`src/rtl/audio_pkg.sv`:
```
// Shared audio definitions: effect FSM states, default tone timing, note table.
package audio_pkg;

   // Sound-effect sequencer states
   typedef enum logic [2:0] {
      IDLE  = 3'd0,
      HIT   = 3'd1,
      MISS1 = 3'd2,
      GAP   = 3'd3,
      MISS2 = 3'd4
   } sfx_state_t;

   // Default effect timing at a 50 MHz clock
   localparam int unsigned DEF_HIT_HALF  = 25000;    // 1 kHz chirp
   localparam int unsigned DEF_HIT_LEN   = 5000000;  // 100 ms
   localparam int unsigned DEF_MISS_HALF = 125000;   // 200 Hz buzz
   localparam int unsigned DEF_MISS_LEN  = 7500000;  // 150 ms per beep
   localparam int unsigned DEF_GAP_LEN   = 2500000;  // 50 ms between beeps
   localparam int unsigned DEF_CNT_W     = 24;

   // Background-music note half-periods (C4..C5) in 50 MHz cycles
   localparam int unsigned NOTE_CNT = 8;
   localparam int unsigned NOTE_W   = 24;
   localparam int unsigned NOTE_HALF [NOTE_CNT] = '{
      95556, 85132, 75843, 71586, 63776, 56818, 50619, 47778
   };

   // Half-period lookup for the bgm generator
   function automatic logic [NOTE_W-1:0] note_half(input logic [2:0] idx);
      return NOTE_W'(NOTE_HALF[idx]);
   endfunction

endpackage

```
`src/rtl/tone_gen.sv`:
```
// Square-wave generator: toggles wave every 'half' enabled cycles.
module tone_gen #(
   parameter int unsigned W = 24
) (
   input  logic         clk,
   input  logic         rst,
   input  logic         clear,
   input  logic         enable,
   input  logic [W-1:0] half,
   output logic         wave
);

   logic [W-1:0] cnt;

   // Half-period counter; clear wins so every effect starts low with phase zero
   always_ff @(posedge clk or posedge rst) begin
      if (rst) begin
         cnt  <= '0;
         wave <= 1'b0;
      end else if (clear) begin
         cnt  <= '0;
         wave <= 1'b0;
      end else if (enable) begin
         if (cnt == half - W'(1)) begin
            cnt  <= '0;
            wave <= ~wave;
         end else begin
            cnt <= cnt + W'(1);
         end
      end
   end

endmodule

```
`src/rtl/audio_sfx_mixer.sv`:
```
// Overlays HIT / MISS sound effects on the background-music tone line.
module audio_sfx_mixer
   import audio_pkg::*;
#(
   parameter int unsigned HIT_HALF  = DEF_HIT_HALF,
   parameter int unsigned HIT_LEN   = DEF_HIT_LEN,
   parameter int unsigned MISS_HALF = DEF_MISS_HALF,
   parameter int unsigned MISS_LEN  = DEF_MISS_LEN,
   parameter int unsigned GAP_LEN   = DEF_GAP_LEN,
   parameter int unsigned CNT_W     = DEF_CNT_W
) (
   input  logic clk,
   input  logic rst,
   input  logic bgm_in,
   input  logic hit_pulse,
   input  logic miss_pulse,
   input  logic mute,
   output logic audio_out,
   output logic sfx_busy
);

   localparam logic [CNT_W-1:0] HIT_END  = CNT_W'(HIT_LEN - 1);
   localparam logic [CNT_W-1:0] MISS_END = CNT_W'(MISS_LEN - 1);
   localparam logic [CNT_W-1:0] GAP_END  = CNT_W'(GAP_LEN - 1);

   localparam longint unsigned CNT_LIM = 64'd1 << CNT_W;
   localparam bit PARAMS_OK =
      (HIT_LEN >= 2) && (MISS_LEN >= 2) && (GAP_LEN >= 2) &&
      (HIT_HALF >= 1) && (MISS_HALF >= 1) && (CNT_W <= 32) &&
      (64'(HIT_LEN) <= CNT_LIM) && (64'(MISS_LEN) <= CNT_LIM) &&
      (64'(GAP_LEN) <= CNT_LIM) && (64'(HIT_HALF) <= CNT_LIM) &&
      (64'(MISS_HALF) <= CNT_LIM);

   sfx_state_t       state;
   sfx_state_t       state_nx;
   logic             entry;
   logic             restart;
   logic [CNT_W-1:0] dur;
   logic [CNT_W-1:0] half_sel;
   logic             tone_en;
   logic             wave;
   logic             bgm_s1;
   logic             bgm_s2;
   logic             audio_nx;

   // Two-flop synchroniser for the asynchronous bgm line (idles high)
   always_ff @(posedge clk or posedge rst) begin
      if (rst) begin
         bgm_s1 <= 1'b1;
         bgm_s2 <= 1'b1;
      end else begin
         bgm_s1 <= bgm_in;
         bgm_s2 <= bgm_s1;
      end
   end

   // Effect state register
   always_ff @(posedge clk or posedge rst) begin
      if (rst) state <= IDLE;
      else     state <= state_nx;
   end

   // Next-state logic; miss always outranks hit, any pulse re-enters its state
   always_comb begin
      state_nx = state;
      restart  = 1'b0;
      case (state)
         IDLE: begin
            if (miss_pulse)     state_nx = MISS1;
            else if (hit_pulse) state_nx = HIT;
         end
         HIT: begin
            if (miss_pulse) begin
               state_nx = MISS1;
            end else if (hit_pulse) begin
               restart = 1'b1;
            end else if (dur == HIT_END) begin
               state_nx = IDLE;
            end
         end
         MISS1: begin
            if (miss_pulse)            restart  = 1'b1;
            else if (dur == MISS_END)  state_nx = GAP;
         end
         GAP: begin
            if (miss_pulse)            state_nx = MISS1;
            else if (dur == GAP_END)   state_nx = MISS2;
         end
         MISS2: begin
            if (miss_pulse)            state_nx = MISS1;
            else if (dur == MISS_END)  state_nx = IDLE;
         end
         default: state_nx = IDLE;
      endcase
      entry = restart || (state_nx != state);
   end

   // Effect duration counter, cleared on every state entry
   always_ff @(posedge clk or posedge rst) begin
      if (rst)                 dur <= '0;
      else if (entry)          dur <= '0;
      else if (state != IDLE)  dur <= dur + CNT_W'(1);
   end

   // Single shared tone generator, pitch selected by the active effect
   always_comb begin
      half_sel = CNT_W'(MISS_HALF);
      tone_en  = 1'b0;
      case (state)
         HIT: begin
            half_sel = CNT_W'(HIT_HALF);
            tone_en  = 1'b1;
         end
         MISS1, MISS2: tone_en = 1'b1;
         default: ;
      endcase
   end

   tone_gen #(
      .W (CNT_W)
   ) u_tone (
      .clk    (clk),
      .rst    (rst),
      .clear  (entry),
      .enable (tone_en),
      .half   (half_sel),
      .wave   (wave)
   );

   // Output source: mute, effect tone, silent gap or pass-through music
   always_comb begin
      audio_nx = 1'b1;
      if (mute)                audio_nx = 1'b1;
      else if (state == GAP)   audio_nx = 1'b1;
      else if (state != IDLE)  audio_nx = wave;
      else                     audio_nx = bgm_s2;
   end

   // Registered speaker drive and busy flag
   always_ff @(posedge clk or posedge rst) begin
      if (rst) begin
         audio_out <= 1'b1;
         sfx_busy  <= 1'b0;
      end else begin
         audio_out <= audio_nx;
         sfx_busy  <= (state != IDLE);
      end
   end

   // Timing parameters must keep all terminal compares reachable
   always_ff @(posedge clk) begin
      if (!rst) assert (PARAMS_OK) else $error("audio_sfx_mixer: bad timing parameters");
   end

endmodule

```
`config.mk`:
```
export PLATFORM = sky130hd
export DESIGN_NAME = audio_sfx_mixer
export DESIGN_NICKNAME = d
export VERILOG_FILES = /design/src/rtl/audio_pkg.sv /design/src/rtl/tone_gen.sv /design/src/rtl/audio_sfx_mixer.sv
export SDC_FILE = /design/constraint.sdc
export NUM_CORES = 1
export LEC_CHECK = 0
export ABC_CLOCK_PERIOD_IN_PS = 5850
export BUFFER_PORTS_ARGS = -buffer_cell sky130_fd_sc_hd__buf_4
export CORE_AREA = 2 2 94 105
export CTS_CLUSTER_SIZE = 14
export DETAILED_ROUTE_END_ITERATION = 10
export DIE_AREA = 0 0 96 107
export GPL_TIMING_DRIVEN = 0
export SLEW_MARGIN = 20
export SYNTH_ARGS = -nofsm -noshare
export SYNTH_HDL_FRONTEND = slang
export SYNTH_SLANG_ARGS = --single-unit
```
`constraint.sdc`:
```
create_clock -name clk -period 5.85 [get_ports clk]
set_input_delay 0.2925 -clock clk [delete_from_list [all_inputs] [get_ports clk]]
set_output_delay 0.2925 -clock clk [all_outputs]
set_load 0.02 [all_outputs]
```
==> flow_metrics.env, run 1 <==
export IMPL_status="complete, no violations"
export IMPL_n_antenna_cell=0
export IMPL_total_leakage_power_nw=1.37
export IMPL_root_buffer="clkbuf_8"
export IMPL_seq_area_mm2=0.00141
export IMPL_synth_edf_count=0
export IMPL_io_pins=8
export IMPL_vias=2570
export IMPL_initial_core_util_pct=34.0
export IMPL_critPathMaxFanout=10
export IMPL_ys_ff_latch=56
export IMPL_min_to="bgm_s1"
export IMPL_drc_errors=0
export IMPL_fmax_ghz=0.339
export IMPL_synth_top_area_share_pct=42.4
export IMPL_avgSynthCellArea_um2=9.15
export IMPL_path_class="flip-flop to flip-flop"
export IMPL_max_slew_margin_pct=52.6
export IMPL_start_kind="flip-flop"
export IMPL_critPathRequiredTime_ns=6.06
export IMPL_multi_input_area_mm2=0.00165
export IMPL_timing_rr_start="dur[19]"
export IMPL_reg2reg_depth=8
export IMPL_synthTopCellsByArea="dfrtp_1 42%, nor2_1 6.2%, xor2_1 5.0%"
export IMPL_yosysWarnings=0
export IMPL_totalWireLength_um=7180
export IMPL_grt_pass1_vias=2545
export IMPL_portBuffers=6
export IMPL_ys_types=50
export IMPL_cts_num_sinks=56
export IMPL_dr_first_iter_drc_count=120
export IMPL_first_pass_iters=6
export IMPL_hold_viol=0
export IMPL_antenna_found_initial=0
export IMPL_regToRegSetupSlack_ns=2.90
export IMPL_syn_inst=342
export IMPL_grt_pass1_wl_um=12400
export IMPL_overflow=0
export IMPL_fin_tns_setup_ns=0
export IMPL_synth_area_mm2=0.00313
export IMPL_worst_pin_slew_ns=0.711
export IMPL_dieHeight_um=107
export IMPL_whs_path_depth=1
export IMPL_num_rows=37
export IMPL_synth_async_reset_ratio_pct=100
export IMPL_clkTransAtPathRegs_ns=0.10
export IMPL_numCtsBuffers=5
export IMPL_end_kind="flip-flop"
export IMPL_synth_flop_cell="dfrtp_1"
export IMPL_nFillCells=934
export IMPL_hold_start="bgm_in"
export IMPL_die_area_mm2=0.0103
export IMPL_post_dp_hpwl_um=4950
export IMPL_synth_top_cell_by_area="dfrtp_1"
export IMPL_netlist_top_cells_count="53 x dfrtp_1, 52 x nor2_1, 36 x nand2_1"
export IMPL_hold_buffers=0
export IMPL_rsz0062_at_grt="no"
export IMPL_detail_route_antenna_nets=0
export IMPL_post_drt_wl_per_cell_um=15.2
export IMPL_areaGrowthSynthToFinish_pct=10.4
export IMPL_insertion_delay_ns=0.32
export IMPL_r2r_end="dur[20]"
export IMPL_nets=363
export IMPL_final_util_pct=37.5
export IMPL_final_setup_skew_ns=0.00603
export IMPL_timing_critical_path_arrival_ns=3.16
export IMPL_gp_congestion=0.827
export IMPL_cts_resized=0
export IMPL_setup_viol=0
export IMPL_yosysSeqAreaShare_pct=44.9
export IMPL_crit_slowest_cell="or4_4"
export IMPL_die_w_um=96
export IMPL_cts_tree="built"
export IMPL_max_stage_delay_ns=0.56
export IMPL_hp_class="primary input to flip-flop"
export IMPL_grt_max_degree=57
export IMPL_path_cells="nand4b_1 > or4_4 > or4_4 > o221a_4 > buf_2 > nand2_1 > buf_2 > nor2_1"
export IMPL_power_density_mw_per_mm2=225
export IMPL_final_max_slew_viol_count=0
export IMPL_htreeDepth=2
export IMPL_layout_min_cycle_time_ns=2.95
export IMPL_critical_path_top_delay_family="simple AND/OR/NAND/NOR gates"
export IMPL_synth_nets=350
export IMPL_maxCapViolCount=0
export IMPL_grt_total_usage_pct=15.4
export IMPL_core_area_mm2=0.00921
export IMPL_fin_crit_sh_pct=50.5
export IMPL_ir_drop_mv=0.119
export IMPL_cts_max_path_buffers=2
export IMPL_crit_buf_inv=2
export IMPL_postCtsSetupRepairBufs=0
export IMPL_via_per_inst=5.43
export IMPL_yosysMostFrequentCell="dfrtp_1"
export IMPL_final_layout_size_suffix_gt1_share_pct=8.43
layer usage:
metal | wire length, um | vias up | GRT usage, %
li1 | - | 1250 | -
met1 | 3280 | 1258 | 20.6
met2 | 3520 | 52 | 25.0
met3 | 247 | 10 | 2.74
met4 | 129 | 0 | 4.80
met5 | 0 | - | 0
cells by family after synthesis:
group / share of synthesized area [%]
AO/OA/AOI/OAI: 9.96
XOR/XNOR: 9.80
adder cells (fa/ha/maj): 0.800
buffers and inverters: 2.36
flip-flops: 44.9
multiplexers: 2.56
AND/OR/NAND/NOR: 29.6
worst register-to-register path: cells and delay by family, from the launching register on:
kind,cells,cell delay (ns)
DFF,1,0.43
and+or+nand+nor,5,1.60
AOI/OAI and AO/OA,1,0.31
buffers and inverters,2,0.52
area by class of cell:
cell class	instances	share of cell area, %
sequential	56	40.7
multi-input combinational	268	47.7
inverter	7	0.833
timing repair buffer	6	1.30
clock inverter	2	1.74
tap	117	4.24
buffer	11	1.38
clock buffer	6	2.10
layout by cell type, fill, tap and decap left out, types with 3 or more instances in the layout:
| master | n |
|---|---|
| dfstp_2 | 3 |
| buf_2 | 5 |
| clkbuf_8 | 5 |
| nor4_1 | 5 |
| nor3_1 | 11 |
| xnor2_1 | 17 |
| clkbuf_1 | 6 |
| dfrtp_1 | 53 |
| nand4_1 | 5 |
| o21ai_0 | 7 |
| mux2i_1 | 8 |
| or4_1 | 9 |
| and3_1 | 10 |
| nand3_1 | 23 |
| nand4b_1 | 4 |
| nand2_1 | 36 |
| xor2_1 | 18 |
| buf_4 | 6 |
| inv_1 | 6 |
| nor2_1 | 52 |
| a211oi_1 | 7 |
| a21oi_1 | 12 |
| or3_1 | 6 |
registers in the layout, summed over array words and instances, names as in the netlist:
signal,flops
audio_out,1
dur,24
u_tone.wave,1
sfx_busy,1
bgm_s1,1
bgm_s2,1
u_tone.cnt,24
state,3
report_power, final:
| part | leakage [nW] | switching (mW) | internal [mW] |
|---|---|---|---|
| Sequential | 0.755 | 0.00894 | 0.399 |
| Combinational | 0.555 | 0.0416 | 0.0215 |
| Clock | 0.0654 | 0.135 | 0.171 |
stage by stage:
stage          hold WS, ns  power [mW]  instance area, um^2  worst slack (ns)  std cells
3_3_place_gp         0.346       0.477                 3320              2.91        465
2_1_floorplan        0.297       0.460                 3130              3.22        342
4_1_cts             0.0726       0.781                 3450              2.87        473
5_1_grt             0.0527       0.812                 3450              2.69        473
6_report            0.0731       0.777                 3450              2.90        473
3_5_place_dp         0.348       0.480                 3320              2.91        465
worst max path at each step:
stage,startpoint,end,slack [ns],depth (start not counted)
3_3_place_gp,dur[19],u_tone.cnt[4],2.91,8
3_5_place_dp,dur[19],dur[22],2.91,8
4_1_cts,dur[19],dur[20],2.87,8
6_report,dur[19],dur[20],2.90,8
2_1_floorplan,dur[19],u_tone.cnt[23],3.22,7
5_1_grt,dur[18],u_tone.cnt[4],2.69,8
(Power assumes the default switching activity.)
==> run 2: changes to the inputs <==
Settings changed: ABC_CLOCK_PERIOD_IN_PS 5850 to 2500.
Clock period 5.85 ns to 2.5 ns, I/O delays scaled along.
==> flow_metrics.env, run 2 (synthesis results as in run 1) <==
export IMPL_status="finished, violations left"
export IMPL_violations="negative setup slack"
export IMPL_nFillCells=888
export IMPL_total_leakage_power_nw=1.55
export IMPL_final_layout_size_suffix_gt1_share_pct=24.6
export IMPL_hold_viol=0
export IMPL_via_per_inst=5.40
export IMPL_cts_tree="built"
export IMPL_initial_core_util_pct=34.0
export IMPL_grt_total_usage_pct=15.5
export IMPL_insertion_delay_ns=0.31
export IMPL_die_w_um=96
export IMPL_finalPower_mw=1.66
export IMPL_io_pins=8
export IMPL_start_kind="flip-flop"
export IMPL_worst_pin_slew_ns=0.700
export IMPL_ir_drop_mv=0.241
export IMPL_nets=389
export IMPL_cts_max_path_buffers=2
export IMPL_detail_route_antenna_nets=0
export IMPL_fin_tns_setup_ns=-4.77
export IMPL_max_slew_margin_pct=53.3
export IMPL_gp_congestion=0.810
export IMPL_cts_num_sinks=56
export IMPL_multi_input_area_mm2=0.00190
export IMPL_clkTransAtPathRegs_ns=0.10
export IMPL_areaGrowthSynthToFinish_pct=26.6
export IMPL_final_max_slew_viol_count=0
export IMPL_dieHeight_um=107
export IMPL_num_rows=37
export IMPL_path_class="flip-flop to flip-flop"
export IMPL_hp_class="primary input to flip-flop"
export IMPL_numCtsBuffers=5
export IMPL_fin_crit_sh_pct=108
export IMPL_critPathMaxFanout=5
export IMPL_vias=2697
export IMPL_overflow=0
export IMPL_largestRegisters="dur: 24 flops, u_tone.cnt: 24 flops, state: 3 flops"
export IMPL_post_dp_hpwl_um=4890
export IMPL_timing_critical_path_arrival_ns=2.89
export IMPL_power_density_mw_per_mm2=420
export IMPL_maxCapViolCount=0
export IMPL_antenna_found_initial=0
export IMPL_grt_max_degree=57
export IMPL_root_buffer="clkbuf_8"
export IMPL_grt_pass1_wl_um=12500
export IMPL_final_setup_skew_ns=0.00838
export IMPL_portBuffers=6
export IMPL_final_cell_area_mm2=0.00396
export IMPL_drc_errors=0
export IMPL_first_pass_iters=4
export IMPL_n_antenna_cell=0
export IMPL_placed_area_mm2=0.00333
export IMPL_core_area_mm2=0.00921
export IMPL_critPathRequiredTime_ns=2.70
export IMPL_die_area_mm2=0.0103
export IMPL_grt_pass1_vias=2625
export IMPL_post_drt_wl_per_cell_um=15.4
export IMPL_fmax_ghz=0.372
export IMPL_rsz0062_at_grt="yes"
export IMPL_dr_first_iter_drc_count=91
export IMPL_final_common_cell="dfrtp_1"
export IMPL_layout_min_cycle_time_ns=2.69
export IMPL_htreeDepth=2
export IMPL_totalWireLength_um=7680
export IMPL_end_kind="flip-flop"
export IMPL_post_place_ws_ns=-0.397
export IMPL_setup_viol=48
export IMPL_seq_area_mm2=0.00141
export IMPL_fin_ws_ns=-0.191
export IMPL_layout_common_cells="50 x dfrtp_1, 42 x nor2_1, 35 x nand2_1"
==> run 2: changes by cell type in the layout (fill, tap and decap cells not counted), moves of 3 or more <==
| cell | before | now |
|---|---|---|
| dfrtp_1 | 53 | 50 |
| nor2_2 | 0 | 6 |
| buf_6 | 0 | 7 |
| nor2_1 | 52 | 42 |
| a211oi_2 | 0 | 6 |
| buf_2 | 5 | 0 |
| a211oi_1 | 7 | 0 |
| nor2_4 | 0 | 4 |
| a21oi_1 | 12 | 5 |
| buf_4 | 6 | 24 |
| dfrtp_2 | 0 | 3 |
| a21oi_2 | 0 | 7 |
==> run 2: worst paths after layout <==
path	from	to	slack [ns]	cells past startpoint
hold / removal	mute	audio_out	0.02	2
setup reg to reg	dur[19]	dur[20]	-0.19	10
hold reg to reg	bgm_s1	bgm_s2	0.36	0
max in group asynchronous	rst	dur[12]	1.51	3
min in group asynchronous	rst	u_tone.cnt[18]	0.50	3
setup / recovery	dur[19]	dur[20]	-0.19	10
==> run 2: metrics by stage <==
stage	hold WS [ns]	utilization, %	instances
finish	0.0216	43.0	499
global route	0.00814	43.0	499
CTS	0.0186	39.9	490
detailed placement	0.236	36.1	465
global placement	0.234	36.1	465
floorplan	0.129	-	342
==> run 2: layout make-up <==
class	instances	share of cell area, %
Multi-Input combinational cell	268	48.0
Clock inverter	1	0.126
Inverter	7	0.727
Timing Repair Buffer	32	7.42
Clock buffer	7	1.93
Tap cell	117	3.70
Buffer	11	2.50
Sequential cell	56	35.6
==> run 2: power by group <==
group	internal (mW)	switching [mW]	leakage [nW]
clock	0.198	0.294	0.0422
combinational	0.0945	0.118	0.753
sequential	0.933	0.0238	0.750
==> run 2: timing repair <==
action,in CTS,in global routing
pin swaps,11,16
setup endpoints to repair,49,49
buffers inserted,14,7
gates resized for setup,31,48
hold buffers,2,0
gates cloned,1,2
hold endpoints to repair,54,0
==> run 2: critical path, stage by stage (launching register included) <==
cell and delay, ns:
dfrtp_1 0.40, nand4b_1 0.20, or4_4 0.45, or4_4 0.46
buf_6 0.15, o41ai_4 0.30, o21ai_2 0.15, nand2_4 0.16
buf_12 0.13, clkbuf_16 0.15, nor2_4 0.03
==> run 2: layer usage <==
layer | vias up | share of wire [%] | GRT usage (%)
met3 | 21 | 2.1 | 2.60
met2 | 41 | 51 | 25.0
met4 | 0 | 3.0 | 6.94
met1 | 1339 | 44 | 20.1
li1 | 1296 | - | -
met5 | - | 0 | 0
